--- src/rtl/bcd_convert_seq.sv ---
// Sequential binary-to-BCD converter (double dabble, one input bit per clock).
// Latency: start accepted in cycle 0 -> valid pulse in cycle BIN_W+1; one conversion per BIN_W+2 cycles.
// Backpressure: none; start is only sampled in IDLE, so requests while busy are dropped, not queued.
//
// Ports:
//   CLK100MHZ  system clock, rising edge
//   reset      asynchronous active-high reset
//   start      conversion request (sampled only when idle)
//   bin        unsigned binary input, captured on the accepting edge
//   busy       high while a conversion is in flight (SHIFT and DONE)
//   valid      one-cycle pulse, bcd/overflow/digit_en hold a fresh result this cycle
//   bcd        packed BCD result, digit i at [4i+3:4i], held between conversions
//   overflow   last result did not fit in DIGITS digits (bcd saturated to all 9s)
//   digit_en   per-digit display enable, optionally blanking leading zeros
module bcd_convert_seq #(
    parameter int BIN_W         = 16,
    parameter int DIGITS        = 5,
    parameter int BLANK_LEADING = 1
) (
    input  logic                  CLK100MHZ,
    input  logic                  reset,
    input  logic                  start,
    input  logic [BIN_W-1:0]      bin,
    output logic                  busy,
    output logic                  valid,
    output logic [4*DIGITS-1:0]   bcd,
    output logic                  overflow,
    output logic [DIGITS-1:0]     digit_en
);

    localparam int SW = 4 * DIGITS;
    localparam int CW = $clog2(BIN_W + 1);

    localparam logic [DIGITS-1:0] EN_RST = (BLANK_LEADING != 0) ? DIGITS'(1) : {DIGITS{1'b1}};

    generate
        if (DIGITS < 1 || BIN_W < 1) begin : g_param_check
            $error("bcd_convert_seq: DIGITS and BIN_W must both be at least 1");
        end
    endgenerate

    typedef enum logic [1:0] {
        S_IDLE  = 2'd0,
        S_SHIFT = 2'd1,
        S_DONE  = 2'd2
    } state_t;

    state_t            state_q;
    state_t            state_d;

    logic [BIN_W-1:0]  shift_q;
    logic [SW-1:0]     scratch_q;
    logic              ovf_q;
    logic [CW-1:0]     cnt_q;

    // Per-step datapath
    logic [SW-1:0]     adj;
    logic [SW-1:0]     scratch_shift;
    logic [BIN_W-1:0]  shift_next;
    logic              out_bit;
    logic              last_step;
    logic              final_ovf;
    logic [SW-1:0]     result;

    // Display enable: a digit is lit if it or any more significant digit is nonzero.
    // The units digit is always lit so zero still shows as "0".
    function automatic logic [DIGITS-1:0] calc_en(input logic [SW-1:0] val);
        logic [DIGITS-1:0] en;
        logic              seen;
        en   = '0;
        seen = 1'b0;
        for (int i = DIGITS - 1; i >= 0; i--) begin
            seen  = seen | (|val[4*i +: 4]);
            en[i] = seen;
        end
        en[0] = 1'b1;
        if (BLANK_LEADING == 0) begin
            en = {DIGITS{1'b1}};
        end
        return en;
    endfunction

    // Add-3 correction is purely per-digit, 4-bit wrapping; digits never exceed 9
    // before correction, so no carry between digits is ever needed.
    always_comb begin
        adj = '0;
        for (int i = 0; i < DIGITS; i++) begin
            if (scratch_q[4*i +: 4] >= 4'd5) begin
                adj[4*i +: 4] = scratch_q[4*i +: 4] + 4'd3;
            end else begin
                adj[4*i +: 4] = scratch_q[4*i +: 4];
            end
        end
    end

    always_comb begin
        out_bit       = adj[SW-1];
        scratch_shift = {adj[SW-2:0], shift_q[BIN_W-1]};
        shift_next    = shift_q << 1;
        last_step     = (cnt_q == CW'(1));
        // A bit falling off the top of scratch means the value needs more digits.
        final_ovf     = ovf_q | out_bit;
        result        = final_ovf ? {DIGITS{4'h9}} : scratch_shift;
    end

    always_comb begin
        state_d = state_q;
        case (state_q)
            S_IDLE:  if (start)     state_d = S_SHIFT;
            S_SHIFT: if (last_step) state_d = S_DONE;
            S_DONE:                 state_d = S_IDLE;
            default:                state_d = S_IDLE;
        endcase
    end

    always_ff @(posedge CLK100MHZ or posedge reset) begin
        if (reset) begin
            state_q <= S_IDLE;
        end else begin
            state_q <= state_d;
        end
    end

    // Result registers load on the final shift edge so they are already stable
    // during DONE, the cycle in which valid is high.
    always_ff @(posedge CLK100MHZ or posedge reset) begin
        if (reset) begin
            shift_q   <= '0;
            scratch_q <= '0;
            ovf_q     <= 1'b0;
            cnt_q     <= '0;
            bcd       <= '0;
            overflow  <= 1'b0;
            digit_en  <= EN_RST;
            busy      <= 1'b0;
            valid     <= 1'b0;
        end else begin
            busy  <= (state_d != S_IDLE);
            valid <= (state_d == S_DONE);
            case (state_q)
                S_IDLE: begin
                    if (start) begin
                        shift_q   <= bin;
                        scratch_q <= '0;
                        ovf_q     <= 1'b0;
                        cnt_q     <= CW'(BIN_W);
                    end
                end
                S_SHIFT: begin
                    shift_q   <= shift_next;
                    scratch_q <= scratch_shift;
                    ovf_q     <= final_ovf;
                    cnt_q     <= cnt_q - CW'(1);
                    if (last_step) begin
                        bcd      <= result;
                        overflow <= final_ovf;
                        digit_en <= calc_en(result);
                    end
                end
                default: begin
                end
            endcase
        end
    end

endmodule

--- config.mk ---
export PLATFORM = sky130hd
export DESIGN_NAME = bcd_convert_seq
export DESIGN_NICKNAME = d
export VERILOG_FILES = /design/src/rtl/bcd_convert_seq.sv
export SDC_FILE = /design/constraint.sdc
export NUM_CORES = 1
export LEC_CHECK = 0
export BUFFER_PORTS_ARGS = -buffer_cell sky130_fd_sc_hd__buf_2
export CORE_AREA = 2 2 94 96
export CTS_CLUSTER_DIAMETER = 50
export DETAILED_ROUTE_END_ITERATION = 8
export DIE_AREA = 0 0 96 98
export HOLD_SLACK_MARGIN = 0.15
export PLACE_DENSITY = 0.65
export SLEW_MARGIN = 20
export SYNTH_ARGS = -nofsm -noshare
export SYNTH_HDL_FRONTEND = slang
export SYNTH_SLANG_ARGS = --single-unit
--- constraint.sdc ---
create_clock -name CLK100MHZ -period 3.01 [get_ports CLK100MHZ]
set_clock_uncertainty 0.2 [all_clocks]
set_input_delay 0.301 -clock CLK100MHZ [delete_from_list [all_inputs] [get_ports CLK100MHZ]]
set_output_delay 0.301 -clock CLK100MHZ [all_outputs]
set_load 0.05 [all_outputs]
# Yosys cells after proc, flatten, opt, wreduce, memory -nomap -nowiden
# Index checks and enable logic that the tools add are counted.
# Widths: inputs -> output; s select.
[totals]
regBits = 71
inputBits = 19
output_inout_bits = 28
elab_cells = 55
[classes]
addsub = 6
n_lt_le_gt_ge = 5
eq_ne = 4
mux = 17
n_bitwise = 4
reduce_logical = 9
[ops]
columns = ["cell", "n"]
rows = [
  ["$mux 20", 2],
  ["$pmux 20 s2", 1],
  ["$pmux 16 s2", 1],
  ["$add 4x2->4 const B", 5],
  ["$ge 4x3->1 const B", 5],
  ["$mux 4", 5],
  ["$mux 16", 1],
  ["$reduce_or 4->1", 4],
  ["$pmux 5 s2", 1],
  ["$eq 5x1->1 const B", 1],
  ["$mux 5", 1],
  ["$sub 5x1->5 const B", 1],
  ["$mux 2", 2],
  ["$or 1x1->1", 4],
  ["$pmux 2 s2", 1],
  ["$reduce_and 2->1", 2],
  ["$reduce_bool 2->1", 2],
  ["$eq 2x1->1 const B", 1],
  ["$eq 2x2->1 const B", 1],
  ["$logic_not 2->1", 1],
  ["$ne 2x2->1 const B", 1],
  ["$pmux 1 s2", 1],
  ["$mux 1", 1],
]

# Depth between registers and ports, before layout
[logic_depth]
ltp_word = 8
mapped_depth = 9
depth_no_buf = 8

# Least setup slack after synthesis
# No wires, ideal clock.
[synth_timing]
path_kind = "register -> register"
startpoint = "register scratch_q[16]"
endpoint = "register digit_en[3]"
setup_time_ps = 119
t_arrival_ps = 2015
required_time_ps = 2691
slack_ps = 675
path_stages_with_launch = 9
path_buffers = 0
period_less_slack_ps = 2335
path_cell_list = "dfrtp_1 inv_1 ha_1 nand2b_1 a21oi_1 mux2i_1 nand3_2 or4_1 o21a_1"
[synth_between]
elab_chain_cells = 6
elab_cells_between_ends = 8
cone_classes = "add/sub: 1; order compare: 1; mux: 2; bitwise: 2; reduce/logical: 2"
[synth_lines]
columns = ["item", "line", "text"]
rows = [
  ["start, declared", "52", "logic [SW-1:0] scratch_q;"],
  ["start signal, assigned", "151", "scratch_q <= scratch_shift;"],
  ["$add 4x2->4 or $ge 4x3->1 (tied branches)", "89, 88", ""],
  ["$mux 4 *", "88", "if (scratch_q[4*i +: 4] >= 4'd5) begin"],
  ["$or 1x1->1", "102", "final_ovf = ovf_q | out_bit;"],
  ["$mux 20 *", "103", "result = final_ovf ? {DIGITS{4'h9}} : scratch_shift;"],
  ["$reduce_or 4->1", "73", "seen = seen | (|val[4*i +: 4]);"],
  ["$or 1x1->1 *", "73", ""],
  ["end signal, assigned", "157", "digit_en <= calc_en(result);"],
  ["end, declared", "28", "output logic [DIGITS-1:0] digit_en"],
]
# Every way passes the cells marked *; elsewhere a longest branch is shown, timed or not.
# A chain may end at the register's enable or synchronous reset.

# Worst setup path in the final report
# Ends and elaborated chain as after synthesis.

==> results.ini <==
[critical_path]
worst_setup_path_end_kind=flop
startpoint=scratch_q[16]$_DFFE_PP0P_
critPathMaxFanout=9
r2r-start=scratch_q[16]$_DFFE_PP0P_
slowest_delay_ps=520
cp_cell_sequence=inv_1, ha_1, nand2b_1, nor3b_2, a211oi_4, nand3_2, or4_1, o21a_1
worst-setup-path-type=flop to flop
crit_slowest_cell=or4_1
start_kind=flop
cp.required_ps=3050
reg2reg_depth=8
worst_ep_arrival_time_ps=2610

[timing]
rsz0062_at_grt=no
hold_viol=0
min_period_over_period_pct=85.5
relSlewSlack_pct=38.7
tightest_slew_ps=918
maxSlewViolCount=0
fin_setup_tns_ps=0
fmax_ghz=0.389
period_minus_slack_ps=2570
setup_viol=0

[cts]
cts_resized=0
cts_root_buf=clkbuf_8
cts_setup_buffers=0
numCtsBuffers=9
ctsLongestPathBuffers=2
clk_latency_ps=340
clkSinkCount=71
cts_hold_buf=9
htreeDepth=3
clk_pin_slew_ps=80
cts_tree=built

[yosys]
synth.distinct_cells=39
synth-adder-area-share_pct=4.41
synthSimpleGateAreaFrac_pct=16.9
yosys_warnings=0
ys_seq_area_share_pct=52.2
synth_top_family_by_area=compound AO/OA/AOI/OAI gates
synth_edf_count=0
postSynth.asyncResetShare_pct=100
synth_ff_type=dfrtp_1
synthesis.area_um2=3410
synth_compound_area_share_pct=19.0
avgSynthCellArea_um2=9.76
ys_ff_latch=71
netlist_instances=349
synthMuxAreaShare_pct=2.20
synthXorXnorAreaFrac_pct=1.29
synth_nets=380

[routing]
drt_pass1_iterations=4
vias=2741
post_drt_wl_per_cell_um=14.6
initialDrtViolationCount=177
viasPerCell=5.27
drc_errors=0
wl_um=7580
ant_nets=0

[placed_design]
place_congestion=0.779
io_buffers=45
hpwl_um=5290

[floorplanning]
die_y_um=98
core-area_um2=8470
ios=47
floorplan.initialDensity_pct=40.2
rows=34
die_w_um=96
die_area_um2=9410

[finish]
area_delta_synth_final_pct=19.5
nNetsFinal=438
drive_gt1_share_pct=19.4
diodes=0
fillers=800

[power]
power.leakage_nw=1.87
power_mw=5.00
peakVddDrop_uv=536
p_per_area_nw_per_um2=1230

[grt]
grt_start_max_net_pins=27
grt_pass1_wl_um=12800
antenna_found_initial=0
grt_overflow_total=0
grt_pass1_vias=2644
track_usage_pct=17.4

[worst_hold_path]
min_from=bin[6]
min_path_cells=4
hold_path.class=input port to flop

[flow_run]
cap_violations=0

[status]
status=completed

==> final cells by class <==
type | instances | area [um^2] | share of cell area (%)
Timing Repair Buffer | 64 | 390 | 9.59
Multi-Input combinational cell | 243 | 1490 | 36.7
Clock buffer | 10 | 138 | 3.38
Clock inverter | 6 | 68.8 | 1.69
Inverter | 18 | 67.6 | 1.66
Sequential cell | 71 | 1780 | 43.7
Tap cell | 108 | 135 | 3.32
==> final timing paths <==
path                            slack (ps)                   endpoint
min in group asynchronous              340  scratch_q[13]$_DFFE_PP0P_
max in group asynchronous             1540       cnt_q[4]$_DFFE_PP0P_
worst max-delay path                   440    digit_en[3]$_DFFE_PP0P_
worst min-delay path                   170     shift_q[6]$_DFFE_PP0P_
worst max register to register         440    digit_en[3]$_DFFE_PP0P_
worst min register to register         280         bcd[1]$_DFFE_PP0P_
==> where the power goes <==
group,leakage [nW],internal [mW],switching [mW]
clock network,0.103,0.409,0.373
registers,0.876,1.39,0.326
logic,0.893,0.830,1.68
total,1.87,2.63,2.38
==> stage by stage <==
stage / setup WS, ps / hold slack [ps] / std cells / area, um^2 / util [%]
global route: 200 / 160 / 520 / 4070 / 48.1
detailed placement: 432 / 182 / 495 / 3770 / 44.6
floorplan: 675 / 234 / 349 / 3410 / -
CTS: 415 / 158 / 520 / 4070 / 48.1
global placement: 527 / 169 / 495 / 3770 / 44.6
finish: 436 / 168 / 520 / 4070 / 48.1
==> worst max-delay path, delay by kind of cell (launching register included) <==
kind	cells	cell delay (ps)
and+or+nand+nor	4	920
AOI/OAI and AO/OA	2	550
buffers and inverters	1	150
DFF	1	440
adders and majority gates	1	210
==> cell usage in the layout (no fill, tap or decap), types with 6 or more instances in the layout <==
cell / netlist / layout
nand2b_1: 8 / 8
nor2b_1: 8 / 8
a22oi_1: 6 / 6
dlygate4sd3_1: 0 / 9
inv_1: 18 / 17
o21ai_0: 47 / 47
nand2_1: 40 / 40
buf_2: 1 / 45
nor2_1: 13 / 13
a31oi_1: 9 / 9
and3b_1: 9 / 9
buf_4: 1 / 10
a21oi_1: 32 / 32
dfrtp_1: 71 / 71
o22ai_1: 9 / 9
ha_1: 12 / 12
clkbuf_8: 0 / 10
nor3b_1: 9 / 9
==> cells by family (layout without fill, tap and decap cells) <==
logic type | count (synthesis) | count (layout)
AOI/OAI and AO/OA | 112 | 112
and+or+nand+nor | 106 | 106
DFF | 71 | 71
buffers and inverters | 35 | 98
adders and majority gates | 12 | 12
muxes | 7 | 7
xor gates and xnor gates | 5 | 5
other | 1 | 1
==> synthesized netlist by cell type (all sizes together), types with 2 or more instances <==
| master | instances | area [um^2] |
|---|---|---|
| dfrtp | 71 | 1780 |
| o21ai | 48 | 252 |
| nand2 | 40 | 150 |
| a21oi | 32 | 160 |
| inv | 18 | 67.6 |
| clkbuf | 13 | 48.8 |
| nor2 | 13 | 48.8 |
| ha | 12 | 150 |
| nor3b | 10 | 80.1 |
| a31oi | 9 | 56.3 |
| and3b | 9 | 78.8 |
| o22ai | 9 | 56.3 |
| nand2b | 8 | 50.1 |
| nor2b | 8 | 50.1 |
| a22oi | 6 | 45.0 |
| nand3 | 6 | 35.0 |
| xnor2 | 5 | 43.8 |
| buf | 4 | 20.0 |
| mux2 | 4 | 45.0 |
| mux2i | 3 | 30.0 |
| nor3 | 3 | 15.0 |
| o21a | 3 | 22.5 |
| and4 | 2 | 17.5 |
| nand3b | 2 | 15.0 |
| or4 | 2 | 15.0 |
==> layer usage <==
metal	GRT usage (%)	share of wire (%)
met3	2.93	4.0
met4	6.70	1.7
met2	26.3	48
met1	24.7	46
met5	0	0
==> state kept, by name, summed over array words and instances (netlist names) <==
| register | cells |
|---|---|
| busy | 1 |
| digit_en | 4 |
| state_q | 2 |
| valid | 1 |
| ovf_q | 1 |
| bcd | 20 |
| cnt_q | 5 |
| shift_q | 16 |
| overflow | 1 |
| scratch_q | 20 |
No activity file was read; power rests on OpenSTA's default activity.
